$ cat src/rtl/fft_pkg.sv
// Shared types and constants for the radix-2 DIT twiddle sequencer.
// Holds the FSM state encoding, parameter defaults and the 8-point Q1.15 twiddle table.
package fft_pkg;

  localparam int unsigned DataWDef = 16;
  localparam int unsigned Log2NDef = 3;

  typedef enum logic [1:0] {
    StIdle,
    StFetch,
    StCapt,
    StPresent
  } seq_state_e;

  // W8^k = exp(-j*2*pi*k/8) in Q1.15
  localparam logic [15:0] W8Re0 = 16'h7FFF;
  localparam logic [15:0] W8Im0 = 16'h0000;
  localparam logic [15:0] W8Re1 = 16'h5A82;
  localparam logic [15:0] W8Im1 = 16'hA57E;
  localparam logic [15:0] W8Re2 = 16'h0000;
  localparam logic [15:0] W8Im2 = 16'h8001;
  localparam logic [15:0] W8Re3 = 16'hA57E;
  localparam logic [15:0] W8Im3 = 16'hA57E;

  function automatic int unsigned stage_w(input int unsigned log2n);
    return (log2n > 1) ? $clog2(log2n) : 1;
  endfunction

  function automatic logic [15:0] twiddle8_re(input logic [1:0] k);
    logic [15:0] r;
    unique case (k)
      2'd0:    r = W8Re0;
      2'd1:    r = W8Re1;
      2'd2:    r = W8Re2;
      default: r = W8Re3;
    endcase
    return r;
  endfunction

  function automatic logic [15:0] twiddle8_im(input logic [1:0] k);
    logic [15:0] r;
    unique case (k)
      2'd0:    r = W8Im0;
      2'd1:    r = W8Im1;
      2'd2:    r = W8Im2;
      default: r = W8Im3;
    endcase
    return r;
  endfunction

endpackage

$ cat src/rtl/bf_addr_gen.sv
// Combinational butterfly address generator: (stage, butterfly) -> top/bottom sample
// addresses and twiddle index for an in-place radix-2 DIT FFT.
module bf_addr_gen
  import fft_pkg::*;
#(
  parameter int unsigned LOG2N = Log2NDef,
  localparam int unsigned StageW = stage_w(LOG2N),
  localparam int unsigned BflyW = (LOG2N > 1) ? LOG2N - 1 : 1
) (
  input  logic [StageW-1:0] stage_i,
  input  logic [BflyW-1:0]  bfly_i,
  output logic [LOG2N-1:0]  top_o,
  output logic [LOG2N-1:0]  bot_o,
  output logic [LOG2N-1:0]  k_o
);

  logic [LOG2N-1:0] bfly_ext;
  logic [LOG2N-1:0] span;
  logic [LOG2N-1:0] pos;
  int unsigned      sh;

  always_comb begin
    sh       = 32'(stage_i);
    bfly_ext = LOG2N'(bfly_i);
    span     = LOG2N'(1) << sh;
    pos      = bfly_ext & (span - LOG2N'(1));
    // Group base is (b / span) * 2 * span; pos walks within the group.
    top_o    = ((bfly_ext >> sh) << (sh + 1)) + pos;
    bot_o    = top_o + span;
    k_o      = pos << (LOG2N - 1 - sh);
  end

endmodule

$ cat src/rtl/twiddle_sequencer.sv
// Walks every butterfly of a radix-2 DIT FFT, fetches each twiddle from an external
// registered ROM and presents one descriptor per butterfly over valid/ready.
module twiddle_sequencer
  import fft_pkg::*;
#(
  parameter int unsigned DATA_W = DataWDef,
  parameter int unsigned LOG2N = Log2NDef,
  localparam int unsigned StageW = stage_w(LOG2N)
) (
  input  logic              clk,
  input  logic              rst_n,
  input  logic              start,
  input  logic              abort,
  output logic [LOG2N-1:0]  rom_index,
  output logic              rom_en,
  input  logic [DATA_W-1:0] rom_wreal,
  input  logic [DATA_W-1:0] rom_wimag,
  output logic              bf_valid,
  input  logic              bf_ready,
  output logic [DATA_W-1:0] bf_wreal,
  output logic [DATA_W-1:0] bf_wimag,
  output logic [LOG2N-1:0]  bf_top,
  output logic [LOG2N-1:0]  bf_bot,
  output logic [StageW-1:0] bf_stage,
  output logic              bf_last,
  output logic              busy,
  output logic              done
);

  localparam int unsigned BflyW = (LOG2N > 1) ? LOG2N - 1 : 1;
  localparam logic [BflyW-1:0]  BflyLast  = '1;
  localparam logic [StageW-1:0] StageLast = StageW'(LOG2N - 1);

  seq_state_e        state_q, state_d;
  logic [StageW-1:0] stage_q, stage_d;
  logic [BflyW-1:0]  bfly_q, bfly_d;

  logic              rom_en_q, rom_en_d;
  logic [LOG2N-1:0]  rom_index_q, rom_index_d;
  logic              bf_valid_q, bf_valid_d;
  logic [DATA_W-1:0] bf_wreal_q, bf_wreal_d;
  logic [DATA_W-1:0] bf_wimag_q, bf_wimag_d;
  logic [LOG2N-1:0]  bf_top_q, bf_top_d;
  logic [LOG2N-1:0]  bf_bot_q, bf_bot_d;
  logic [StageW-1:0] bf_stage_q, bf_stage_d;
  logic              bf_last_q, bf_last_d;
  logic              done_q, done_d;

  logic [LOG2N-1:0]  gen_top, gen_bot, gen_k;
  logic              handshake;

  assign handshake = bf_valid_q & bf_ready;

  // Driven from the next-state counters: in CAPT they equal the current butterfly, and on
  // the edge entering FETCH they already point at the butterfly about to be fetched.
  bf_addr_gen #(
    .LOG2N (LOG2N)
  ) u_addr_gen (
    .stage_i (stage_d),
    .bfly_i  (bfly_d),
    .top_o   (gen_top),
    .bot_o   (gen_bot),
    .k_o     (gen_k)
  );

  always_comb begin
    state_d = state_q;
    stage_d = stage_q;
    bfly_d  = bfly_q;
    if (abort) begin
      state_d = StIdle;
    end else begin
      unique case (state_q)
        StIdle: begin
          if (start) begin
            state_d = StFetch;
            stage_d = '0;
            bfly_d  = '0;
          end
        end
        StFetch: state_d = StCapt;
        StCapt:  state_d = StPresent;
        StPresent: begin
          if (handshake) begin
            if (bf_last_q) begin
              state_d = StIdle;
            end else begin
              state_d = StFetch;
              if (bfly_q == BflyLast) begin
                bfly_d  = '0;
                stage_d = stage_q + 1'b1;
              end else begin
                bfly_d = bfly_q + 1'b1;
              end
            end
          end
        end
        default: state_d = StIdle;
      endcase
    end
  end

  always_comb begin
    rom_en_d    = 1'b0;
    rom_index_d = rom_index_q;
    bf_valid_d  = bf_valid_q;
    bf_wreal_d  = bf_wreal_q;
    bf_wimag_d  = bf_wimag_q;
    bf_top_d    = bf_top_q;
    bf_bot_d    = bf_bot_q;
    bf_stage_d  = bf_stage_q;
    bf_last_d   = bf_last_q;
    done_d      = 1'b0;
    if (abort) begin
      bf_valid_d = 1'b0;
    end else begin
      unique case (state_q)
        StIdle: begin
          if (start) begin
            rom_en_d    = 1'b1;
            rom_index_d = gen_k;
          end
        end
        StCapt: begin
          bf_valid_d = 1'b1;
          bf_wreal_d = rom_wreal;
          bf_wimag_d = rom_wimag;
          bf_top_d   = gen_top;
          bf_bot_d   = gen_bot;
          bf_stage_d = stage_q;
          bf_last_d  = (stage_q == StageLast) && (bfly_q == BflyLast);
        end
        StPresent: begin
          if (handshake) begin
            bf_valid_d = 1'b0;
            if (bf_last_q) begin
              done_d = 1'b1;
            end else begin
              rom_en_d    = 1'b1;
              rom_index_d = gen_k;
            end
          end
        end
        default: ;
      endcase
    end
  end

  always_ff @(posedge clk or negedge rst_n) begin
    if (!rst_n) begin
      state_q     <= StIdle;
      stage_q     <= '0;
      bfly_q      <= '0;
      rom_en_q    <= 1'b0;
      rom_index_q <= '0;
      bf_valid_q  <= 1'b0;
      bf_wreal_q  <= '0;
      bf_wimag_q  <= '0;
      bf_top_q    <= '0;
      bf_bot_q    <= '0;
      bf_stage_q  <= '0;
      bf_last_q   <= 1'b0;
      done_q      <= 1'b0;
    end else begin
      state_q     <= state_d;
      stage_q     <= stage_d;
      bfly_q      <= bfly_d;
      rom_en_q    <= rom_en_d;
      rom_index_q <= rom_index_d;
      bf_valid_q  <= bf_valid_d;
      bf_wreal_q  <= bf_wreal_d;
      bf_wimag_q  <= bf_wimag_d;
      bf_top_q    <= bf_top_d;
      bf_bot_q    <= bf_bot_d;
      bf_stage_q  <= bf_stage_d;
      bf_last_q   <= bf_last_d;
      done_q      <= done_d;
    end
  end

  assign rom_en    = rom_en_q;
  assign rom_index = rom_index_q;
  assign bf_valid  = bf_valid_q;
  assign bf_wreal  = bf_wreal_q;
  assign bf_wimag  = bf_wimag_q;
  assign bf_top    = bf_top_q;
  assign bf_bot    = bf_bot_q;
  assign bf_stage  = bf_stage_q;
  assign bf_last   = bf_last_q;
  assign done      = done_q;
  assign busy      = (state_q != StIdle);

endmodule
$ cat config.mk
export PLATFORM = sky130hd
export DESIGN_NAME = twiddle_sequencer
export DESIGN_NICKNAME = d
export VERILOG_FILES = /design/src/rtl/fft_pkg.sv /design/src/rtl/bf_addr_gen.sv /design/src/rtl/twiddle_sequencer.sv
export SDC_FILE = /design/constraint.sdc
export NUM_CORES = 1
export LEC_CHECK = 0
export BUFFER_PORTS_ARGS = -buffer_cell sky130_fd_sc_hd__buf_4
export CORE_ASPECT_RATIO = 1.75
export CORE_MARGIN = 1
export CORE_UTILIZATION = 40
export DETAILED_ROUTE_END_ITERATION = 8
export PLACE_DENSITY_LB_ADDON = 0.25
export SYNTH_ARGS = -nofsm -noshare
export SYNTH_HDL_FRONTEND = slang
export SYNTH_SLANG_ARGS = --single-unit
$ cat constraint.sdc
create_clock -name clk -period 11 [get_ports clk]
set_input_delay 2.2 -clock clk [delete_from_list [all_inputs] [get_ports clk]]
set_output_delay 2.2 -clock clk [all_outputs]
set_load 0.005 [all_outputs]
# Word-level counts from Yosys, hierarchy flattened
# Index checks and enable logic that the tools add are counted.
dict set report totals {
  ff_bits 53
  latch_bits 0
  mem_bits_rw 0
  rom_bits 0
  in_bits 37
  output_inout_bits 48
  elab_cells 79
  n_memories 0
}
dict set report classes {
  addsub 7
  n_mul 0
  n_div 0
  magnitude_cmp 0
  n_eq_ne 10
  shift 4
  n_mux 33
  bitwise 3
  n_reduce_logical 9
}
# op n
set op_table {}
lappend op_table {{3-bit by 32-bit << shifter with 3-bit output} 2}
lappend op_table {{2-bit 2-to-1 mux} 13}
lappend op_table {{1-bit 2-to-1 mux} 11}
lappend op_table {{3-bit 2-to-1 mux} 3}
lappend op_table {{2-bit == test, second input constant} 4}
lappend op_table {{2-bit case mux with 2 select lines} 2}
lappend op_table {{2-bit case mux with 4 select lines} 1}
lappend op_table {{3-bit adder} 2}
lappend op_table {{2-bit inequality test, second input constant} 3}
lappend op_table {{3-bit inequality test, second input constant} 2}
lappend op_table {{3-bit case mux with 2 select lines} 1}
lappend op_table {{2-bit AND reduction} 3}
lappend op_table {{5-bit AND reduction} 1}
lappend op_table {{2-bit by 1-bit adder with 2-bit output, second input constant} 2}
lappend op_table {{1-bit case mux with 2 select lines} 2}
lappend op_table {{2-bit nonzero test} 2}
lappend op_table {{2-bit by 1-bit adder with 3-bit output, second input constant} 1}
lappend op_table {{2-bit by 3-bit AND with 3-bit output} 1}
lappend op_table {{3-bit nonzero test} 1}
lappend op_table {{1-bit by 2-bit << shifter with 3-bit output, first input constant} 1}
lappend op_table {{2-bit by 2-bit right shift with 3-bit output} 1}
lappend op_table {{2-bit by 2-bit subtractor with 3-bit output, first input constant} 1}
lappend op_table {{3-bit by 1-bit subtractor with 3-bit output, second input constant} 1}
lappend op_table {{2-bit by 1-bit == test with 1-bit output, second input constant} 1}
lappend op_table {{other kinds (4)} 4}

# Depth between registers and ports, before layout
# Gate-level depths: netlist of the first run.
dict set report logic_depth {
  word_depth 13
  ltp_mapped 17
  ltp_nobuf 16
}

# By module
# A second synthesis of the first run with hierarchy kept.
dict set report hier_totals {
  hier_cells 183
  hier_area_um2 2648.8
}
# mod instances cells_each area_each_um2 seq_area_each_um2
set modules_own_cells {}
lappend modules_own_cells {twiddle_sequencer 1 147 2354.8 1326.3}
lappend modules_own_cells {bf_addr_gen 1 36 294.0 0.0}

# Least setup slack after synthesis of the first run
# No wires, ideal clock.
dict set report synth_timing {
  kind {input-to-reg}
  startpoint {input port abort}
  endpoint {register bf_bot_q[2] (netlist: bf_bot[2])}
  setup_ns 0.130
  t_arrival_ns 5.653
  t_required_ns 10.870
  slack_ns 5.217
  path_stages 14
  n_path_buf 1
  path_cell_list {buf_6 -> or3b_1 -> o32ai_1 -> ha_1 -> nor3_1 -> and3_1 -> ha_1 -> inv_1 -> fa_1 -> inv_1 -> fa_1 -> xnor2_1 -> xnor2_1 -> o21ai_1}
}
dict set report synth_via {
  elab_chain_cells 6
  word_cells_on_any_way 12
  classes_between {4 x add/sub; 3 x shift; 2 x mux; 2 x bitwise; 1 x reduce/logical}
}
# element line_no
set synth_rtl {}
lappend synth_rtl {{start: declaration} twiddle_sequencer.sv:13} ;# input logic abort,
lappend synth_rtl {{2-bit 2-to-1 mux (*)} twiddle_sequencer.sv:70} ;# if (abort) begin
lappend synth_rtl {{via stage_d[1]} twiddle_sequencer.sv:35} ;# logic [StageW-1:0] stage_q, stage_d;
lappend synth_rtl {{1-bit by 2-bit << shifter with 3-bit output} bf_addr_gen.sv:25} ;# span = LOG2N'(1) << sh;
lappend synth_rtl {{3-bit by 1-bit subtractor with 3-bit output} bf_addr_gen.sv:26} ;# pos = bfly_ext & (span - LOG2N'(1));
lappend synth_rtl {{2-bit by 3-bit AND with 3-bit output} bf_addr_gen.sv:26}
lappend synth_rtl {{3-bit adder (*)} bf_addr_gen.sv:28} ;# top_o = ((bfly_ext >> sh) << (sh + 1)) + pos;
lappend synth_rtl {{via gen_top[1]} twiddle_sequencer.sv:49} ;# logic [LOG2N-1:0] gen_top, gen_bot, gen_k;
lappend synth_rtl {{3-bit adder (*)} bf_addr_gen.sv:29} ;# bot_o = top_o + span;
lappend synth_rtl {{end signal: assignment} twiddle_sequencer.sv:174} ;# bf_bot_q <= bf_bot_d;
lappend synth_rtl {{end: declaration} twiddle_sequencer.sv:44} ;# logic [LOG2N-1:0] bf_bot_q, bf_bot_d;
# Mark *: on every way through the listed nets, which the timed path passes. The rest lies on a longest branch.
# A chain may end at the register's enable or synchronous reset.

# Final worst setup path of the first run
# Ends and elaborated chain as after synthesis.

==> metrics.md, run 1 <==
| Metric | Value |
|---|---|
| Post-CTS Setup Inserts | `0` |
| Core area | `0.00593 sq mm` |
| RSZ-0062 raised after global routing | `no` |
| Hold Fails Final Rpt | `0` |
| Chip Width | `61.4 um` |
| DR vias/cell | `4.73` |
| Longest Clk Path Bufs | `2` |
| Largest family of logic cells by synthesized area | `simple AND/OR/NAND/NOR gates` |
| Hpwl dp | `3960 um` |
| Synth cell types | `39` |
| Maxcap violations | `0` |
| CTS sink cnt | `53` |
| Clock transition at path regs | `0.09 ns` |
| Post-cts hold buffer count | `0` |
| Final setup viols | `0` |
| Post-synthesis mux area share | `0.00861` |
| DRC viols | `0` |
| RePlAce Congestion | `0.889` |
| Critical path required time | `11.18 ns` |
| ANT nets after route | `0` |
| Outcome | `complete, no violations` |
| First-pass GRT wire length | `8900 um` |
| WL final | `5420 um` |
| Routed wire per std cell | `12.7 um` |
| Sum Neg Setup Slack | `0 ns` |
| Synth warn | `0` |
| Post-synthesis xor/xnor area fraction | `0.0177` |
| Critical path's largest stage delay | `0.86 ns` |
| Min Tclk post-route | `5.89 ns` |
| Root buf cell | `clkbuf_8` |
| Flip-flop and latch count after synthesis | `53` |
| Skew-Pair Late Insertion Delay | `0.30 ns` |
| Port Buffer Count | `84` |
| Slew Limit Fails | `0` |
| Initial DRC Count | `70` |
| Internal | `0.466 mW` |
| CP endpoint kind | `register` |
| Post-synth EDFFs | `0` |
| Die height | `106 um` |
| Antenna diode count | `0` |
| Period utilisation layout | `0.535` |
| Crit-path cells | `buf_4 -> or3b_1 -> o32ai_1 -> ha_1 -> nor3_1 -> and3_1 -> ha_1 -> inv_1 -> fa_1 -> inv_1 -> fa_1 -> xnor2_1 -> xnor2_1 -> o21ai_1` |
| Final core area utilization | `0.548` |
| Post-synth top area share | `0.537` |
| Synth-to-Final Area Change | `31.5%` |
| Fraction of layout cells with a size suffix above 1 | `0.276` |
| Sw Pwr | `0.233 mW` |
| CP arrival | `6.07 ns` |
| Post-CTS resize count | `0` |
| Filler instances | `589` |
| Final hold slack | `0.481 ns` |
| P_leak | `1.74 nW` |
| Area contributors post-synth | `dfrtp_1, nand2_1, ha_1` |
| Gate power share | `0.398` |
| Synth Area in Simple Gates | `0.239` |
| Post-Synth Adder-Cell Area | `0.0820` |
| Post-Route Skew | `0.00849 ns` |
| Starting density of the core | `0.417` |
| Switching share of power | `0.333` |
| Sequential area share after synthesis | `0.537` |
| Grt ovf | `0` |
| Io pins | `85` |
| Leading area contributor after synthesis | `dfrtp_1` |
| Clock power share | `0.162` |
| Slew HR | `0.224` |
| All-Layer GR Usage | `0.181` |
| Worst IR Drop VDD | `0.116 mV` |
| Cell row count | `37` |
| Number of global-route vias before repair | `2057` |
| Nets | `399` |
| CTS tree | `yes` |
| Slowest CP cell | `o32ai_1` |
| Fmax | `170 MHz` |
| Hold Crit Class | `reg -> reg` |
| First-pass iteration count of the detailed router | `4` |
| Post-synthesis cell count | `267` |
| Die area | `0.00651 sq mm` |
| CP Launch Type | `input pin` |
| Compound-gate portion of the synthesized area | `0.0744` |
| Largest net degree at the start of global routing | `54` |
| Synthesized Nets | `319` |
| Syn_area_per_cell | `9.26 sq um` |
| Crit Path Category | `in -> reg` |
| Asr flop ratio synth | `1.00` |
| Synth Flop Type | `dfrtp_1` |
| Critical Path Fanout Max | `10` |
| Seq pwr share | `0.440` |
| Initial antenna violation count | `0` |
| Post-synthesis cell area | `0.00247 sq mm` |
| CTS Buf Count | `5` |
| H-tree depth | `2` |
| Worst-Margin Slew | `1.16 ns` |
| PwrDens | `215 mW/mm^2` |
| Vias | `2014` |
[cell type report]
type / instances / area (sq um) / share of cell area
inverters: 13 / 48.8 / 0.0150
clock inverters: 2 / 13.8 / 0.00424
well taps: 78 / 97.6 / 0.0300
clock buffers: 6 / 82.6 / 0.0254
flip-flops and latches: 53 / 1330 / 0.408
multi-input cells: 189 / 1040 / 0.321
repair buffers: 85 / 638 / 0.196
[through the flow]
stage          power [mW]  std cells  setup slack (ns)  cell area [sq um]
3_5_place_dp        0.595        418              4.80               3150
4_1_cts             0.711        426              5.14               3250
2_1_floorplan       0.440        267              5.22               2470
5_1_grt             0.761        426              4.88               3250
3_3_place_gp        0.588        418              4.92               3150
6_report            0.699        426              5.11               3250
[kinds of logic after synthesis]
| logic type | count (synthesis) |
|---|---|
| adders and majority gates | 15 |
| buffers and inverters | 25 |
| xor gates and xnor gates | 5 |
| AOI/OAI and AO/OA | 25 |
| and+or+nand+nor | 142 |
| DFF | 53 |
| muxes | 2 |
[power by group through the flow]
stage | clock network, mW | logic (mW) | registers [mW]
finish | 0.113 | 0.278 | 0.307
global route | 0.125 | 0.319 | 0.317
CTS | 0.119 | 0.284 | 0.308
detailed placement | 0 | 0.283 | 0.312
global placement | 0 | 0.277 | 0.310
floorplan | 0 | 0.124 | 0.316
[worst max-delay path: cells and delay by family]
family	cells	cell delay, ns
fa+ha+maj	4	1.47
xor+xnor	2	0.34
simple gates	3	0.85
compound gates	2	0.93
buf+inv	3	0.26
[flip-flops by register name, indices dropped and copies added, names as in the netlist]
register / cells
stage_q: 2
state_q: 2
bf_stage: 2
done: 1
rom_index: 3
bf_wreal: 16
rom_en: 1
bf_wimag: 16
bfly_q: 2
bf_valid: 1
bf_bot: 3
bf_last: 1
bf_top: 3
[path summary, 6_finish.rpt]
kind | slack [ns] | depth (start not counted) | to | start
setup / recovery | 5.11 | 14 | bf_bot[2] | abort
hold reg to reg | 0.48 | 2 | bf_wreal[2] | bf_wreal[2]
min in group asynchronous | 1.91 | 1 | rom_index[1] | rst_n
max in group asynchronous | 8.64 | 1 | bf_top[2] | rst_n
hold / removal | 0.48 | 2 | bf_wreal[2] | bf_wreal[2]
setup reg to reg | 6.28 | 15 | bf_bot[2] | state_q[1]
[Yosys cell counts (2+ instances only)]
master / number
nand2_1: 114
dfrtp_1: 53
ha_1: 13
inv_1: 13
clkbuf_1: 8
o21ai_0: 8
nor2_1: 5
nor3_1: 5
nor2b_1: 4
a21oi_1: 3
a22oi_1: 3
nand2b_1: 3
nand3_1: 3
xor2_1: 3
a211oi_1: 2
buf_1: 2
fa_1: 2
xnor2_1: 2
[cells in the final DEF, fill, tap and decap left out, types with 2 or more instances in the layout]
cell type  netlist  final
nand3_1          3      3
inv_1           13     13
nand2_1        114    114
a211oi_1         2      2
nor2b_1          4      4
nor2_1           5      5
buf_4            0     85
a21oi_1          3      3
xor2_1           3      3
clkbuf_8         0      6
fa_1             2      2
nor3_1           5      5
xnor2_1          2      2
o21ai_0          8      8
ha_1            13     13
a22oi_1          3      3
nand2b_1         3      3
dfrtp_1         53     53
[routing by layer]
metal,global-route usage,vias to the layer above,wire [um]
met5,0,-,0
met4,0.0984,0,190
met3,0.0304,13,180
met2,0.323,50,2960
met1,0.190,938,2080
li1,-,1013,-
No activity file was read; power rests on OpenSTA's default activity.
==> run 2: changes to the inputs <==
==> constraint.sdc (replaced) <==
create_clock -name clk -period 4.95 [get_ports clk]
set_input_delay 0.99 -clock clk [delete_from_list [all_inputs] [get_ports clk]]
set_output_delay 0.99 -clock clk [all_outputs]
set_load 0.005 [all_outputs]
==> run 2 against run 1 <==
- total power grew 120%
- critical path depth grew 2
- worst setup slack worse by 4.6 ns
- non-clock buffer count rose by 2
- sequential power rose by 120%
- first-iteration DRC count up 57%
- via count is 2.6% higher
- sequential share of layout area hardly changed
- flip-flop and latch count did not move
- critical endpoint unchanged
- highest routed layer unchanged
==> metrics.md, run 2 (synthesis results as in run 1) <==
| Metric | Value |
|---|---|
| Skew-Pair Late Insertion Delay | `0.30 ns (about the same)` |
| RePlAce Congestion | `0.868 (-2.3%)` |
| DR vias/cell | `4.83 (+2.1%)` |
| Largest net degree at the start of global routing | `54 (unchanged)` |
| Min Tclk post-route | `4.46 ns` |
| Post-CTS Setup Inserts | `0 (unchanged)` |
| Core area | `0.00593 sq mm (unchanged)` |
| Fraction of layout cells with a size suffix above 1 | `0.274 (-0.00158)` |
| Starting density of the core | `0.417 (unchanged)` |
| Worst hold start | `bf_wreal[2]` |
| Cell row count | `37 (unchanged)` |
| Most frequent cells in the layout | `nand2_1, buf_4, dfrtp_1` |
| Initial antenna violation count | `0 (unchanged)` |
| Final setup viols | `0 (unchanged)` |
| CTS Buf Count | `5 (unchanged)` |
| Switching share of power | `0.337 (+0.00380)` |
| Die height | `106 um (unchanged)` |
| DRC viols | `0 (unchanged)` |
| All-Layer GR Usage | `0.180 (-0.00142)` |
| Filler instances | `581 (-1.4%)` |
| Chip Width | `61.4 um (unchanged)` |
| CP arrival | `4.63 ns (-1.44 ns)` |
| Fmax | `224 MHz` |
| Io pins | `85 (unchanged)` |
| Outcome | `complete, no violations` |
| CP Launch Type | `register` |
| Worst-Margin Slew | `0.661 ns (-0.503 ns)` |
| Post-CTS resize count | `0 (unchanged)` |
| Post-cts hold buffer count | `0 (unchanged)` |
| ANT nets after route | `0 (unchanged)` |
| Port Buffer Count | `84 (unchanged)` |
| Hpwl dp | `4010 um (+1.1%)` |
| Sw Pwr | `0.521 mW (+120%)` |
| CP endpoint kind | `register` |
| Period utilisation layout | `0.900` |
| Nets | `401 (+0.50%)` |
| CTS tree | `yes` |
| Post-Route Skew | `0.00703 ns (-0.00146 ns)` |
| Die area | `0.00651 sq mm (unchanged)` |
| Hold Crit Class | `reg -> reg` |
| Internal | `1.02 mW (+120%)` |
| Multi-input logic area | `0.00104 sq mm (unchanged)` |
| Tot Pwr | `1.54 mW (+120%)` |
| Crit Path Category | `reg -> reg` |
| Gate power share | `0.404 (+0.006)` |
| H-tree depth | `2 (unchanged)` |
| Sequential cell area | `0.00133 sq mm (unchanged)` |
| Slew HR | `0.560 (+0.336)` |
| Clock transition at path regs | `0.09 ns (about the same)` |
| CP startpoint | `state_q[1]` |
| Critical path required time | `5.13 ns (-6.05 ns)` |
| Maxcap violations | `0 (unchanged)` |
| P_leak | `1.74 nW (-0.11%)` |
| Commonest non-fill, non-tap cell in the layout | `nand2_1` |
| Reg-to-reg startpoint | `state_q[1]` |
| Initial DRC Count | `110 (+57%)` |
| First-pass GRT wire length | `8770 um (-1.5%)` |
| CTS sink cnt | `53 (unchanged)` |
| Root buf cell | `clkbuf_8` |
| Number of global-route vias before repair | `2014 (-2.1%)` |
| Slew Limit Fails | `0 (unchanged)` |
| Synth-to-Final Area Change | `31.6% (about the same)` |
| Routed wire per std cell | `12.8 um (+0.78%)` |
| First-pass iteration count of the detailed router | `4 (unchanged)` |
| Longest Clk Path Bufs | `2 (unchanged)` |
| Seq pwr share | `0.444 (+0.004)` |
| WL final | `5490 um (+1.3%)` |
| Clock power share | `0.152 (-0.010)` |
| Critical Path Fanout Max | `11 (+1)` |
| Grt ovf | `0 (unchanged)` |
| Worst IR Drop VDD | `0.207 mV (+79%)` |
| Antenna diode count | `0 (unchanged)` |
| RSZ-0062 raised after global routing | `no` |
| Vias | `2066 (+2.6%)` |
| PwrDens | `475 mW/mm^2 (+120%)` |
| Hold Fails Final Rpt | `0 (unchanged)` |
| Sum Neg Setup Slack | `0 ns (unchanged)` |
-- run 2: power groups by stage --
stage          clock network (mW)  logic, mW  registers, mW
3_5_place_dp                    0      0.631          0.695
3_3_place_gp                    0      0.620          0.689
6_report                    0.235      0.624          0.685
4_1_cts                     0.247      0.633          0.686
2_1_floorplan                   0      0.276          0.702
5_1_grt                     0.263      0.710          0.707
-- run 2: critical path, stage by stage (launching register included) --
cell and delay [ns]:
dfrtp_1 0.44, inv_1 0.09, ha_1 0.35, or3b_1 0.44, o21ai_0 0.31, and2_2 0.34, ha_1 0.31, nor3_1 0.30
and3_1 0.21, ha_1 0.14, inv_1 0.05, fa_1 0.49, inv_1 0.06, fa_1 0.40, xnor2_1 0.19, xnor2_1 0.14
o21ai_1 0.07
-- run 2: through the flow --
step           instances  area (sq um)  utilization  setup slack [ns]  hold slack, ns
4_1_cts              428          3250        0.549             0.517           0.487
3_5_place_dp         420          3170        0.535             0.261           0.463
2_1_floorplan        267          2470            -             0.377           0.470
6_report             428          3250        0.549             0.495           0.481
5_1_grt              428          3250        0.549             0.203           0.503
3_3_place_gp         420          3170        0.535             0.453           0.458
-- run 2: path summary, 6_finish.rpt --
check | slack [ns] | to | cells past startpoint
min in group asynchronous | 0.71 | rom_index[1] | 1
worst min-delay path | 0.48 | bf_wreal[2] | 2
worst min register to register | 0.48 | bf_wreal[2] | 2
worst max-delay path | 0.49 | bf_bot[2] | 16
worst max register to register | 0.49 | bf_bot[2] | 16
max in group asynchronous | 3.79 | rom_index[2] | 1
-- run 2: final cells by class --
class,count,area share
tap,78,0.0300
timing repair buffer,87,0.201
sequential,53,0.408
multi-input combinational,189,0.321
clock inverter,1,0.00231
inverter,13,0.0150
clock buffer,7,0.0235
-- run 2: routing by layer --
layer,share of wire,GRT usage,up-vias
li1,-,-,1011
met1,0.38,0.187,972
met2,0.54,0.324,64
met3,0.043,0.0292,19
met4,0.040,0.0952,0
met5,0,0,-
==> run 3: changes to the inputs <==
--- a/config.mk
+++ b/config.mk
@@ -11,6 +11,7 @@
 export CORE_UTILIZATION = 40
 export DETAILED_ROUTE_END_ITERATION = 8
 export PLACE_DENSITY_LB_ADDON = 0.25
+export REMOVE_ABC_BUFFERS = 1
 export SYNTH_ARGS = -nofsm -noshare
 export SYNTH_HDL_FRONTEND = slang
 export SYNTH_SLANG_ARGS = --single-unit
==> run 3 against run 2 <==
- clock skew down 0.0022 ns
- count of clock-buffer cells in the layout down 1
- flip-flop and latch count unchanged
- via count is 1.6% lower
- register-to-register slack better by 0.09 ns
- critical endpoint unchanged
==> metrics.md, run 3 (synthesis results as in run 1) <==
| Metric | Value |
|---|---|
| Cell row count | `37 (unchanged)` |
| Most frequent cells in the layout | `nand2_1, buf_4, dfrtp_1` |
| Initial DRC Count | `82 (-25%)` |
| Die height | `106 um (unchanged)` |
| WL final | `5460 um (-0.47%)` |
| Top Metal Used | `met4` |
| Die area | `0.00651 sq mm (unchanged)` |
| Fraction of layout cells with a size suffix above 1 | `0.278 (+0.00365)` |
| Outcome | `complete, no violations` |
| Commonest non-fill, non-tap cell in the layout | `nand2_1` |
| Critical Path Fanout Max | `11 (unchanged)` |
| Critical path required time | `5.12 ns (about the same)` |
| Reg-to-reg startpoint | `state_q[1]` |
| RSZ-0062 raised after global routing | `no` |
| Worst IR Drop VDD | `0.183 mV (-12%)` |
| First-pass iteration count of the detailed router | `4 (unchanged)` |
| Port Buffer Count | `84 (unchanged)` |
| Io pins | `85 (unchanged)` |
| Root buf cell | `clkbuf_8` |
| Sw Pwr | `0.516 mW (-0.80%)` |
| Hold Crit Class | `reg -> reg` |
| DR vias/cell | `4.76 (-1.4%)` |
| Design Area, Final | `0.00326 sq mm (+0.19%)` |
| Crit Path Category | `reg -> reg` |
| Post-CTS Setup Inserts | `0 (unchanged)` |
| H-tree depth | `2 (unchanged)` |
| Post-cts hold buffer count | `0 (unchanged)` |
| Grt ovf | `0 (unchanged)` |
| Internal | `1.03 mW (+1.0%)` |
| Setup slack at placement | `0.352 ns (+0.0901 ns)` |
| DRC viols | `0 (unchanged)` |
| DR WL met2 | `3000 um (+0.94%)` |
| CTS tree | `yes` |
| Antenna diode count | `0 (unchanged)` |
| Nets | `401 (unchanged)` |
| Core area | `0.00593 sq mm (unchanged)` |
| CTS Buf Count | `5 (unchanged)` |
| CP arrival | `4.53 ns (-0.10 ns)` |
| Skew-Pair Late Insertion Delay | `0.30 ns (about the same)` |
| Switching share of power | `0.333 (-0.00401)` |
| P_leak | `1.74 nW (+0.28%)` |
| Period utilisation layout | `0.881 (-0.0188)` |
| CP startpoint | `state_q[1]` |
| Hold Fails Final Rpt | `0 (unchanged)` |
| Maxcap violations | `0 (unchanged)` |
| CTS sink cnt | `53 (unchanged)` |
| Longest Clk Path Bufs | `2 (unchanged)` |
| CP endpoint kind | `register` |
| R2R depth | `16 (unchanged)` |
| RePlAce Congestion | `0.867 (-0.14%)` |
| Clock transition at path regs | `0.09 ns (about the same)` |
| First-pass GRT wire length | `8930 um (+1.8%)` |
| All-Layer GR Usage | `0.183 (+0.00347)` |
| Min Tclk post-route | `4.36 ns (-0.0931 ns)` |
| Placement Cell Area | `0.00317 sq mm (unchanged)` |
| Final setup viols | `0 (unchanged)` |
| Gate power share | `0.404 (about the same)` |
| Largest net degree at the start of global routing | `54 (unchanged)` |
| Slew HR | `0.563 (+0.00362)` |
| Post-CTS resize count | `0 (unchanged)` |
| Starting density of the core | `0.417 (unchanged)` |
| Clock power share | `0.157 (+0.005)` |
| Hpwl dp | `4060 um (+1.2%)` |
| ANT nets after route | `0 (unchanged)` |
| Final worst slack | `0.588 ns (+0.0931 ns)` |
| Met3 WL | `226 um (-3.8%)` |
| CP endpoint | `bf_bot[2]` |
| Vias | `2032 (-1.6%)` |
| Seq pwr share | `0.439 (-0.005)` |
| Fmax | `229 MHz (+2.1%)` |
| WL met1 | `2060 um (-0.19%)` |
| CP Launch Type | `register` |
| Reg-to-reg slack, setup | `0.59 ns (+0.09 ns)` |
| Synth-to-Final Area Change | `31.8%` |
| Slew Limit Fails | `0 (unchanged)` |
| Routed wire per std cell | `12.8 um (-0.24%)` |
| PwrDens | `476 mW/mm^2 (+0.20%)` |
| Worst-Margin Slew | `0.655 ns (-0.00543 ns)` |
| Chip Width | `61.4 um (unchanged)` |
| Sum Neg Setup Slack | `0 ns (unchanged)` |
| Initial antenna violation count | `0 (unchanged)` |
| Number of global-route vias before repair | `1995 (-0.94%)` |
| FF-to-FF End | `bf_bot[2]` |
| Post-Route Skew | `0.00485 ns (-0.00217 ns)` |
| Final core area utilization | `0.550 (+0.00106)` |
## run 3: cell count changes in the layout (fill, tap and decap cells not counted)
cell	change
clkbuf_8	+1
clkbuf_1	-2
## run 3: power by group through the flow
stage | registers (mW) | clock network, mW | logic (mW)
after floorplan | 0.701 | 0 | 0.266
after global placement | 0.687 | 0 | 0.620
after detailed placement | 0.692 | 0 | 0.633
after CTS | 0.682 | 0.251 | 0.637
after global routing | 0.703 | 0.269 | 0.714
final | 0.681 | 0.244 | 0.626
## run 3: critical path: stages (launching register included)
cell     delay [ns]
dfrtp_1        0.42
inv_1          0.08
ha_1           0.33
or3b_1         0.43
o21ai_0        0.29
and2_2         0.34
ha_1           0.32
nor3_1         0.28
and3_1         0.20
ha_1           0.15
inv_1          0.05
fa_1           0.50
inv_1          0.06
fa_1           0.40
xnor2_1        0.19
xnor2_1        0.14
o21ai_1        0.07
## run 3: area by class of cell
type | count | area [sq um]
fill | 587 | 2670
sequential | 53 | 1330
multi-input combinational | 189 | 1040
timing repair buffer | 87 | 653
tap | 78 | 97.6
clock buffer | 6 | 82.6
inverter | 13 | 48.8
clock inverter | 1 | 7.51
## run 3: per-layer routing
metal / vias to the layer above / global-route usage
met4: 0 / 0.0810
li1: 1006 / -
met1: 961 / 0.198
met5: - / 0
met3: 12 / 0.0304
met2: 53 / 0.331
## run 3: stage by stage
step	instances	power (mW)	hold slack, ns
finish	427	1.55	0.480
global route	427	1.69	0.498
CTS	427	1.57	0.487
detailed placement	420	1.32	0.463
global placement	420	1.31	0.459
floorplan	255	0.967	0.470
## run 3: how the worst min path moves through the flow
| stage | slack [ns] | cells past startpoint | startpoint | to |
|---|---|---|---|---|
| 2_1_floorplan | 0.47 | 2 | bf_wimag[0] | bf_wimag[0] |
| 3_3_place_gp | 0.46 | 2 | bf_wreal[11] | bf_wreal[11] |
| 3_5_place_dp | 0.46 | 2 | bf_bot[0] | bf_bot[0] |
| 4_1_cts | 0.49 | 2 | bf_wreal[4] | bf_wreal[4] |
| 5_1_grt | 0.50 | 2 | bf_wreal[4] | bf_wreal[4] |
| 6_report | 0.48 | 2 | bf_wreal[4] | bf_wreal[4] |
